$ cat src/rtl/power_pulsing_pkg.sv
// Shared state type, output bundle and default delays for the power-pulsing sequencer.
// Define POWER_PULSING_ADC_EN to include the ADC rail stage (UP_ADC).
package power_pulsing_pkg;

    localparam int unsigned CNT_W_DEF = 16;
    localparam int unsigned T_DIG_DEF = 400;
    localparam int unsigned T_ANA_DEF = 2000;
    localparam int unsigned T_DAC_DEF = 400;
    localparam int unsigned T_ADC_DEF = 400;
    localparam int unsigned T_OFF_DEF = 1000;

    typedef enum logic [2:0] {
        ST_IDLE,
        ST_UP_DIG,
        ST_UP_ANA,
        ST_UP_DAC,
`ifdef POWER_PULSING_ADC_EN
        ST_UP_ADC,
`endif
        ST_READY,
        ST_OFF
    } pp_state_e;

    typedef struct packed {
        logic dig;
        logic ana;
        logic dac;
        logic adc;
        logic ready;
        logic busy;
    } pp_out_t;

    // Cumulative rail pattern for each state; IDLE and OFF keep every rail off.
    function automatic pp_out_t outputs_of(input pp_state_e st);
        pp_out_t o;
        o = '0;
        case (st)
            ST_UP_DIG: begin
                o.dig  = 1'b1;
                o.busy = 1'b1;
            end
            ST_UP_ANA: begin
                o.dig  = 1'b1;
                o.ana  = 1'b1;
                o.busy = 1'b1;
            end
            ST_UP_DAC: begin
                o.dig  = 1'b1;
                o.ana  = 1'b1;
                o.dac  = 1'b1;
                o.busy = 1'b1;
            end
`ifdef POWER_PULSING_ADC_EN
            ST_UP_ADC: begin
                o.dig  = 1'b1;
                o.ana  = 1'b1;
                o.dac  = 1'b1;
                o.adc  = 1'b1;
                o.busy = 1'b1;
            end
`endif
            ST_READY: begin
                o.dig   = 1'b1;
                o.ana   = 1'b1;
                o.dac   = 1'b1;
`ifdef POWER_PULSING_ADC_EN
                o.adc   = 1'b1;
`endif
                o.ready = 1'b1;
            end
            ST_OFF:  o.busy = 1'b1;
            default: o = '0;
        endcase
        return o;
    endfunction

endpackage

$ cat src/rtl/pp_delay_counter.sv
// Loadable down-counter shared by every timed state; holds at zero and flags done there.
module pp_delay_counter #(
    parameter int unsigned W = 16
) (
    input  logic         clk,
    input  logic         rst,
    input  logic         load,
    input  logic [W-1:0] value,
    output logic         done
);

    logic [W-1:0] count;

    // NOTE: registers take non-blocking assignments so every flop samples pre-edge values.
    always_ff @(posedge clk or posedge rst) begin
        if (rst) begin
            count <= '0;
        end else if (load) begin
            count <= value;
        end else if (count != '0) begin
            count <= count - W'(1);
        end
    end

    assign done = (count == '0);

endmodule

$ cat src/rtl/power_pulsing_sequencer.sv
// Staggered power-up / forced-off-time sequencer for the ASIC power-pulsing rails.
// Define POWER_PULSING_ADC_EN to sequence the ADC rail; otherwise DAC settles straight into READY.
module power_pulsing_sequencer
    import power_pulsing_pkg::*;
#(
    parameter int unsigned T_DIG = T_DIG_DEF,
    parameter int unsigned T_ANA = T_ANA_DEF,
    parameter int unsigned T_DAC = T_DAC_DEF,
    parameter int unsigned T_ADC = T_ADC_DEF,
    parameter int unsigned T_OFF = T_OFF_DEF,
    parameter int unsigned CNT_W = CNT_W_DEF
) (
    input  logic Clk,
    input  logic reset,
    input  logic PowerPulsingEnable,
    input  logic AcqRequest,
    output logic PowerOnDigital,
    output logic PowerOnAnalog,
    output logic PowerOnDac,
    output logic PowerOnAdc,
    output logic PowerReady,
    output logic SeqBusy
);

    // Truncate to the counter width, then clamp a zero delay to a one-cycle dwell.
    function automatic logic [CNT_W-1:0] load_of(input int unsigned t);
        logic [CNT_W-1:0] tr;
        tr = CNT_W'(t);
        return (tr == '0) ? '0 : tr - CNT_W'(1);
    endfunction

    localparam logic [CNT_W-1:0] LD_DIG = load_of(T_DIG);
    localparam logic [CNT_W-1:0] LD_ANA = load_of(T_ANA);
    localparam logic [CNT_W-1:0] LD_DAC = load_of(T_DAC);
    localparam logic [CNT_W-1:0] LD_OFF = load_of(T_OFF);
`ifdef POWER_PULSING_ADC_EN
    localparam logic [CNT_W-1:0] LD_ADC = load_of(T_ADC);
`endif

    localparam bit TRUNC = ((T_DIG >> CNT_W) | (T_ANA >> CNT_W) | (T_DAC >> CNT_W) |
                            (T_ADC >> CNT_W) | (T_OFF >> CNT_W)) != 0;

    if (TRUNC) begin : g_trunc_warn
        $warning("power_pulsing_sequencer: a delay parameter exceeds CNT_W=%0d bits and is truncated", CNT_W);
    end

    pp_state_e        state, next_state;
    pp_out_t          out_q, out_next;
    logic             cnt_load;
    logic [CNT_W-1:0] cnt_value;
    logic             cnt_done;

    pp_delay_counter #(.W(CNT_W)) u_delay (
        .clk  (Clk),
        .rst  (reset),
        .load (cnt_load),
        .value(cnt_value),
        .done (cnt_done)
    );

    // NOTE: every always_comb output gets a default first so no path can infer a latch.
    always_comb begin
        next_state = state;
        cnt_load   = 1'b0;
        cnt_value  = '0;
        if (!PowerPulsingEnable) begin
            next_state = ST_READY;
        end else begin
            case (state)
                ST_IDLE: if (AcqRequest) begin
                    next_state = ST_UP_DIG;
                    cnt_load   = 1'b1;
                    cnt_value  = LD_DIG;
                end
                ST_UP_DIG: if (!AcqRequest) begin
                    next_state = ST_OFF;
                    cnt_load   = 1'b1;
                    cnt_value  = LD_OFF;
                end else if (cnt_done) begin
                    next_state = ST_UP_ANA;
                    cnt_load   = 1'b1;
                    cnt_value  = LD_ANA;
                end
                ST_UP_ANA: if (!AcqRequest) begin
                    next_state = ST_OFF;
                    cnt_load   = 1'b1;
                    cnt_value  = LD_OFF;
                end else if (cnt_done) begin
                    next_state = ST_UP_DAC;
                    cnt_load   = 1'b1;
                    cnt_value  = LD_DAC;
                end
                ST_UP_DAC: if (!AcqRequest) begin
                    next_state = ST_OFF;
                    cnt_load   = 1'b1;
                    cnt_value  = LD_OFF;
                end else if (cnt_done) begin
`ifdef POWER_PULSING_ADC_EN
                    next_state = ST_UP_ADC;
                    cnt_load   = 1'b1;
                    cnt_value  = LD_ADC;
`else
                    next_state = ST_READY;
`endif
                end
`ifdef POWER_PULSING_ADC_EN
                ST_UP_ADC: if (!AcqRequest) begin
                    next_state = ST_OFF;
                    cnt_load   = 1'b1;
                    cnt_value  = LD_OFF;
                end else if (cnt_done) begin
                    next_state = ST_READY;
                end
`endif
                ST_READY: if (!AcqRequest) begin
                    next_state = ST_OFF;
                    cnt_load   = 1'b1;
                    cnt_value  = LD_OFF;
                end
                ST_OFF: if (cnt_done) begin
                    next_state = ST_IDLE;
                end
                default: next_state = ST_IDLE;
            endcase
        end
    end

    // Outputs are decoded from the next state and registered, so they change with the state.
    always_comb begin
        out_next = outputs_of(next_state);
`ifndef POWER_PULSING_ADC_EN
        out_next.adc = ~PowerPulsingEnable;
`endif
    end

    always_ff @(posedge Clk or posedge reset) begin
        if (reset) begin
            state <= ST_IDLE;
            out_q <= '0;
        end else begin
            state <= next_state;
            out_q <= out_next;
        end
    end

    assign PowerOnDigital = out_q.dig;
    assign PowerOnAnalog  = out_q.ana;
    assign PowerOnDac     = out_q.dac;
    assign PowerOnAdc     = out_q.adc;
    assign PowerReady     = out_q.ready;
    assign SeqBusy        = out_q.busy;

endmodule
$ cat config.mk
export PLATFORM = sky130hd
export DESIGN_NAME = power_pulsing_sequencer
export DESIGN_NICKNAME = d
export VERILOG_FILES = /design/src/rtl/power_pulsing_pkg.sv /design/src/rtl/pp_delay_counter.sv /design/src/rtl/power_pulsing_sequencer.sv
export SDC_FILE = /design/constraint.sdc
export NUM_CORES = 1
export LEC_CHECK = 0
export ABC_CLOCK_PERIOD_IN_PS = 2440
export BUFFER_PORTS_ARGS = -buffer_cell sky130_fd_sc_hd__buf_2
export CORE_ASPECT_RATIO = 1.75
export CORE_MARGIN = 3
export CORE_UTILIZATION = 35
export DETAILED_ROUTE_END_ITERATION = 8
export PLACE_DENSITY = 0.52
export SYNTH_ARGS = -nofsm -noshare
export SYNTH_HDL_FRONTEND = slang
export SYNTH_SLANG_ARGS = --single-unit
export TNS_END_PERCENT = 30
$ cat constraint.sdc
create_clock -name Clk -period 2.44 [get_ports Clk]
set_clock_uncertainty 0.1 [all_clocks]
set_input_delay 0.366 -clock Clk [delete_from_list [all_inputs] [get_ports Clk]]
set_output_delay 0.366 -clock Clk [all_outputs]
set_load 0.02 [all_outputs]
==> flow_metrics.env, run 1 <==
export IMPL_outcome="finished, final reports clean"
export IMPL_drt_iter0_markers=29
export IMPL_crit_chain="inv_1 -> ha_1 -> and2b_2 -> and2_1 -> and4_1 -> a21o_2 -> mux2i_1"
export IMPL_finalWirelength_um=4100
export IMPL_place_inst=231
export IMPL_tightest_slew_ns=0.474
export IMPL_std_cell_rows=31
export IMPL_ys_ff_latch=25
export IMPL_r2r_worst_path_cells=7
export IMPL_cts_tree="yes"
export IMPL_startpoint_type="register"
export IMPL_fmax_ghz=0.451
export IMPL_clk_transition_reported_paths_ns=0.09
export IMPL_hold_class="input port to async pin"
export IMPL_dieArea_um2=5330
export IMPL_rsz0062_at_grt="no"
export IMPL_ir_drop_mv=0.374
export IMPL_drv_slew=0
export IMPL_grtUsageTotal_pct=16.1
export IMPL_die_w_um=56.5
export IMPL_p_leak_uw=0.000691
export IMPL_synthTopCellsByCount="25 x dfrtp_1, 18 x nand2_1, 18 x nor2_1"
export IMPL_syn2layout_area_growth_pct=11.0
export IMPL_htree_levels=1
export IMPL_drc=0
export IMPL_async_flop_share_pct=100
export IMPL_tns_ns=0
export IMPL_total_power_uw=1120
export IMPL_critPathMaxStageDelay_ns=0.43
export IMPL_synth_top_cell_area_share_pct=40.0
export IMPL_post_route_util_pct=41.0
export IMPL_yosysWarnings=0
export IMPL_synth_area_leaders="dfrtp_1 40%, xnor2_1 5.0%, nand2_1 4.3%"
export IMPL_drtAntennaViolNets=0
export IMPL_netlist_area_um2=1560
export IMPL_holdWs_ns=0.0445
export IMPL_gr_total_overflow=0
export IMPL_crit_fanout=8
export IMPL_fin_cells=235
export IMPL_fin_nets=193
export IMPL_synth_avg_cell_area_um2=8.88
export IMPL_drt_pre_antenna_iters=4
export IMPL_powerDensity_nw_per_um2=645
export IMPL_die_h_um=94.4
export IMPL_grt_max_degree=26
export IMPL_syn_inst=176
export IMPL_cts_hold_buf=0
export IMPL_port_buffers=9
export IMPL_drive_above_1_share_pct=17.7
export IMPL_grt_first_pass_wirelength_um=6710
export IMPL_cts_made_buffers=3
export IMPL_core_area_um2=4230
export IMPL_clk_latency_ns=0.27
export IMPL_synth_yosys_seq_area_share_pct=40.0
export IMPL_routed_via_count=1341
export IMPL_crit_slowest_cell="dfrtp_1"
export IMPL_top_level_ports=10
export IMPL_cp_data_required_time_ns=2.54
export IMPL_timing_rr_end="u_delay.count[10]$_DFFE_PP0P_"
export IMPL_synth_edf_count=0
export IMPL_setup_violations=0
export IMPL_period_needed_ns=2.22
export IMPL_grt_pass1_vias=1396
export IMPL_antenna_found_initial=0
export IMPL_wire_per_inst_um=17.4
export IMPL_synth_area_leader_cell="dfrtp_1"
export IMPL_cts_resized=0
export IMPL_cts_sinks=25
export IMPL_hold_violations=0
export IMPL_end_kind="register"
export IMPL_synth_flop_cell="dfrtp_1"
export IMPL_cts_setup_buffers=0
export IMPL_slew_headroom_pct=68.2
export IMPL_yosysMostFrequentCell="dfrtp_1"
export IMPL_reg2reg_from="u_delay.count[0]$_DFFE_PP0P_"
export IMPL_fillers=433
export IMPL_start_util_pct=37.0
export IMPL_routed_via_density=5.71
export IMPL_r2r_setup_slack_ns=0.22
export IMPL_fin_crit_sh_pct=90.8
export IMPL_dp_hpwl_um=3160
export IMPL_cts_root_buf="clkbuf_8"
export IMPL_gp_routability_congestion=0.896
export IMPL_worstSetupPathType="register to register"
export IMPL_cap_violations=0
export IMPL_arrival_ns=2.32
export IMPL_cts_path_max_buffers=2
export IMPL_synth_distinct_cells=50
export IMPL_syn_num_nets=182
export IMPL_n_antenna_cell=0
==> stage by stage <==
step | setup slack [ns] | cell area (µm²)
final | 0.224 | 1740
after global routing | 0.00736 | 1740
after CTS | 0.128 | 1730
after detailed placement | 0.162 | 1680
after global placement | 0.0187 | 1680
after floorplan | 0.342 | 1560
==> worst max-delay path: cells and delay by family (launching register included) <==
family	cells	cell delay [ns]
buffers and inverters	1	0.13
AOI/OAI and AO/OA	1	0.25
and+or+nand+nor	3	0.89
DFF	1	0.43
adders and majority gates	1	0.16
muxes	1	0.19
==> routing by layer <==
layer | global-route usage, % | part of all wire [%] | vias up
met5 | 0 | 0 | -
met4 | 5.94 | 1.4 | 0
met3 | 1.37 | 1.2 | 6
met2 | 32.3 | 59 | 19
met1 | 16.7 | 38 | 672
li1 | - | - | 644
==> cell families (layout without fill, tap and decap cells) <==
family	count (synthesis)	after routing	synth area share [%]
simple gates	76	76	28.1
fa+ha+maj	2	2	1.60
flops	25	25	40.0
mux	3	3	2.00
xor+xnor	11	11	6.17
buf+inv	21	31	5.76
compound gates	38	38	16.3
==> area by class of cell <==
class / count / area, µm² / area share (%)
sequential: 25 / 626 / 36.0
inverter: 9 / 33.8 / 1.95
clock inverter: 1 / 5.00 / 0.288
clock buffer: 3 / 41.3 / 2.38
multi-input combinational: 130 / 856 / 49.3
tap: 49 / 61.3 / 3.53
timing repair buffer: 18 / 113 / 6.49
==> registers in the layout (all words and copies together), names as in the netlist <==
name	flops
PowerReady	1
PowerOnDac	1
PowerOnAdc	1
PowerOnDigital	1
PowerOnAnalog	1
state	3
u_delay.count	16
SeqBusy	1
==> layout by cell type (no fill, tap or decap), types with 2 or more instances in the layout <==
cell,n
buf_4,9
o21ai_0,6
dfrtp_1,25
nor3_1,12
nor4_4,3
nor2_1,18
or3_1,3
mux2i_1,2
xor2_1,2
a211oi_1,3
a31oi_1,4
o21a_1,3
nand2b_1,2
or2_2,2
a21oi_1,7
inv_1,9
o31ai_1,3
clkbuf_8,3
nand4_1,2
buf_2,9
a2111oi_0,2
xnor2_1,9
nand3_1,2
ha_1,2
nor4_1,2
nand2_1,18
o211ai_1,2
==> how the worst max path moves through the flow <==
stage / to / depth (start not counted) / startpoint
2_1_floorplan: u_delay.count[3]$_DFFE_PP0P_ / 5 / u_delay.count[5]$_DFFE_PP0P_
3_3_place_gp: u_delay.count[3]$_DFFE_PP0P_ / 5 / u_delay.count[5]$_DFFE_PP0P_
3_5_place_dp: u_delay.count[3]$_DFFE_PP0P_ / 5 / u_delay.count[5]$_DFFE_PP0P_
4_1_cts: u_delay.count[3]$_DFFE_PP0P_ / 5 / u_delay.count[5]$_DFFE_PP0P_
5_1_grt: u_delay.count[3]$_DFFE_PP0P_ / 5 / u_delay.count[12]$_DFFE_PP0P_
6_report: u_delay.count[10]$_DFFE_PP0P_ / 7 / u_delay.count[0]$_DFFE_PP0P_
==> where the power goes <==
| group | total (µW) | switching [µW] | internal (µW) |
|---|---|---|---|
| Combinational | 320 | 192 | 128 |
| Sequential | 545 | 77.4 | 468 |
| Clock | 253 | 139 | 114 |
| Total | 1120 | 409 | 710 |
(Power assumes the default switching activity.)
==> run 2, diff against run 1 <==
--- a/config.mk
+++ b/config.mk
@@ -14,5 +14,6 @@
 export PLACE_DENSITY = 0.52
 export SYNTH_ARGS = -nofsm -noshare
 export SYNTH_HDL_FRONTEND = slang
+export SYNTH_HIERARCHICAL = 1
 export SYNTH_SLANG_ARGS = --single-unit
 export TNS_END_PERCENT = 30
==> run 2 against run 1 <==
  * First-iteration DRC count up 31%
  * Core utilization up 3.6 points
  * Design area increased by 8.7%
  * Hold slack improved by 0.24 ns
  * Via count is 7.7% lower
  * Sequential share of layout area is 2.9 points lower
  * Count of clock-buffer cells in the layout rose by 1
  * Setup slack lost 0.12 ns
  * Highest routed layer unchanged
==> flow_metrics.env, run 2 <==
export IMPL_outcome="finished, final reports clean"
export IMPL_crit_slowest_cell="dfrtp_1"
export IMPL_dp_hpwl_um=2680
export IMPL_drt_pre_antenna_iters=4
export IMPL_start_util_pct=37.1
export IMPL_synth_edf_count=0
export IMPL_clk_transition_reported_paths_ns=0.08
export IMPL_htree_levels=1
export IMPL_p_leak_uw=0.000790
export IMPL_core_area_um2=4230
export IMPL_n_antenna_cell=0
export IMPL_syn2layout_area_growth_pct=20.4
export IMPL_antenna_found_initial=0
export IMPL_cts_tree="yes"
export IMPL_wire_per_inst_um=14.3
export IMPL_grtUsageTotal_pct=13.9
export IMPL_grt_first_pass_wirelength_um=5840
export IMPL_worstSetupPathType="register to register"
export IMPL_async_flop_share_pct=100
export IMPL_yosysMostFrequentCell="dfrtp_1"
export IMPL_layout_commonest_cell="dfrtp_1"
export IMPL_powerDensity_nw_per_um2=804
export IMPL_gp_routability_congestion=0.837
export IMPL_critPathLaunch="u_delay/count[1]$_DFFE_PP0P_"
export IMPL_crit_chain="inv_2 -> ha_4 -> nor3b_4 -> nand4b_4 -> nor2_4 -> nand2b_4 -> a211oi_4 -> o31a_1 -> buf_4 -> buf_12 -> a21oi_1 -> a21o_1"
export IMPL_std_cell_rows=31
export IMPL_synth_area_leaders="dfrtp_1 40%, xnor2_1 6.7%, nand2_1 5.3%"
export IMPL_die_h_um=94.5
export IMPL_routed_via_count=1238
export IMPL_syn_inst=165
export IMPL_synth_distinct_cells=51
export IMPL_top_level_ports=10
export IMPL_yosysWarnings=6
export IMPL_grt_pass1_vias=1266
export IMPL_holdWs_ns=0.282
export IMPL_netlist_area_um2=1570
export IMPL_cts_made_buffers=3
export IMPL_synth_area_leader_cell="dfrtp_1"
export IMPL_cp_data_required_time_ns=2.51
export IMPL_synth_yosys_seq_area_share_pct=39.9
export IMPL_gr_total_overflow=0
export IMPL_slew_headroom_pct=55.9
export IMPL_arrival_ns=2.41
export IMPL_synthTopCellsByCount="25 x dfrtp_1, 22 x nand2_1, 12 x xnor2_1"
export IMPL_rsz0062_at_grt="yes"
export IMPL_worstHoldStart="PowerPulsingEnable"
export IMPL_ir_drop_mv=0.628
export IMPL_fin_nets=198
export IMPL_cap_violations=0
export IMPL_cts_root_buf="clkbuf_8"
export IMPL_tightest_slew_ns=0.661
export IMPL_regMostFlops="u_delay/count"
export IMPL_critPathMaxStageDelay_ns=0.41
export IMPL_fmax_ghz=0.427
export IMPL_end_kind="register"
export IMPL_crit_fanout=15
export IMPL_startpoint_type="register"
export IMPL_top_regs="u_delay/count: 16 flops, state: 3 flops"
export IMPL_hold_violations=0
export IMPL_layout_common_cells="25 x dfrtp_1, 22 x nand2_1, 16 x buf_4, 12 x xnor2_1"
export IMPL_port_buffers=9
export IMPL_synth_flop_cell="dfrtp_1"
export IMPL_setup_violations=0
export IMPL_drtAntennaViolNets=0
export IMPL_cts_path_max_buffers=2
export IMPL_largest_reg_flops=16
export IMPL_synth_avg_cell_area_um2=9.49
export IMPL_synth_top_cell_area_share_pct=39.9
export IMPL_total_power_uw=1520
export IMPL_die_w_um=56.6
export IMPL_ys_ff_latch=25
export IMPL_clk_latency_ns=0.27
export IMPL_drt_iter0_markers=38
export IMPL_drv_slew=0
export IMPL_drive_above_1_share_pct=29.2
export IMPL_period_needed_ns=2.34
export IMPL_routed_via_density=5.14
export IMPL_grt_max_degree=17
export IMPL_fin_crit_sh_pct=95.9
export IMPL_drc=0
export IMPL_dieArea_um2=5350
export IMPL_hold_class="input port to register"
export IMPL_cts_sinks=25
export IMPL_finalWirelength_um=3460
export IMPL_reg2reg_from="u_delay/count[1]$_DFFE_PP0P_"
==> run 2: cells by family after synthesis <==
logic type,Yosys count,share of synthesized area [%]
AO/OA/AOI/OAI,42,18.8
other,1,0.239
buffers and inverters,18,5.27
multiplexers,4,2.64
AND/OR/NAND/NOR,61,25.1
flip-flops,25,39.9
XOR/XNOR,13,7.27
adder cells (fa/ha/maj),1,0.799
==> run 2: power breakdown <==
group	total [µW]	switching [µW]	internal, µW
Clock	244	127	117
Sequential	683	160	523
Combinational	589	283	306
==> run 2: routing by layer <==
layer	vias to the layer above	GRT usage (%)	routed length (µm)
li1	629	-	-
met1	595	14.7	1370
met2	8	26.7	1990
met3	6	1.64	44
met4	0	5.74	60
met5	-	0	0
==> run 2: worst paths after layout <==
path                            cells past startpoint                            end  slack (ns)
worst max-delay path                               12  u_delay/count[10]$_DFFE_PP0P_        0.10
worst min-delay path                                2       PowerOnDigital$_DFF_PP0_        0.28
worst max register to register                     12  u_delay/count[10]$_DFFE_PP0P_        0.10
worst min register to register                      2  u_delay/count[14]$_DFFE_PP0P_        0.50
max in group asynchronous                           3  u_delay/count[14]$_DFFE_PP0P_        1.17
min in group asynchronous                           3           PowerOnAdc$_DFF_PP0_        0.50
==> run 2: through the flow <==
stage	TNS (ns)	util, %	setup WS [ns]	cell area, µm²	instances
3_3_place_gp	0	41.8	0.0343	1770	231
3_5_place_dp	-0.299	41.8	-0.0795	1770	231
5_1_grt	-0.0328	44.6	-0.0313	1890	241
6_report	0	44.6	0.100	1890	241
2_1_floorplan	-1.09	-	-0.0949	1620	170
4_1_cts	0	43.3	0.0205	1830	236
==> run 2: layout make-up <==
cell class              instances  area [µm²]
fillers                       393        2340
inverters                       9        36.3
flip-flops and latches         25         626
repair buffers                 27         195
multi-input cells             127         922
clock buffers                   4        45.0
well taps                      49        61.3
==> run 2: critical path, delay by kind of cell, from the launching register on <==
kind	cells	cell delay (ns)
buffers and inverters	3	0.35
adders and majority gates	1	0.15
and+or+nand+nor	4	0.61
DFF	1	0.41
AOI/OAI and AO/OA	4	0.62
==> run 2: what timing repair did <==
item / 4_1_cts / 5_1_grt
setup endpoints to repair: 8 / 13
buffers inserted: 0 / 5
gates resized for setup: 2 / 4
pin swaps: 1 / 2
hold buffers: 1 / 0
hold endpoints to repair: 9 / 0
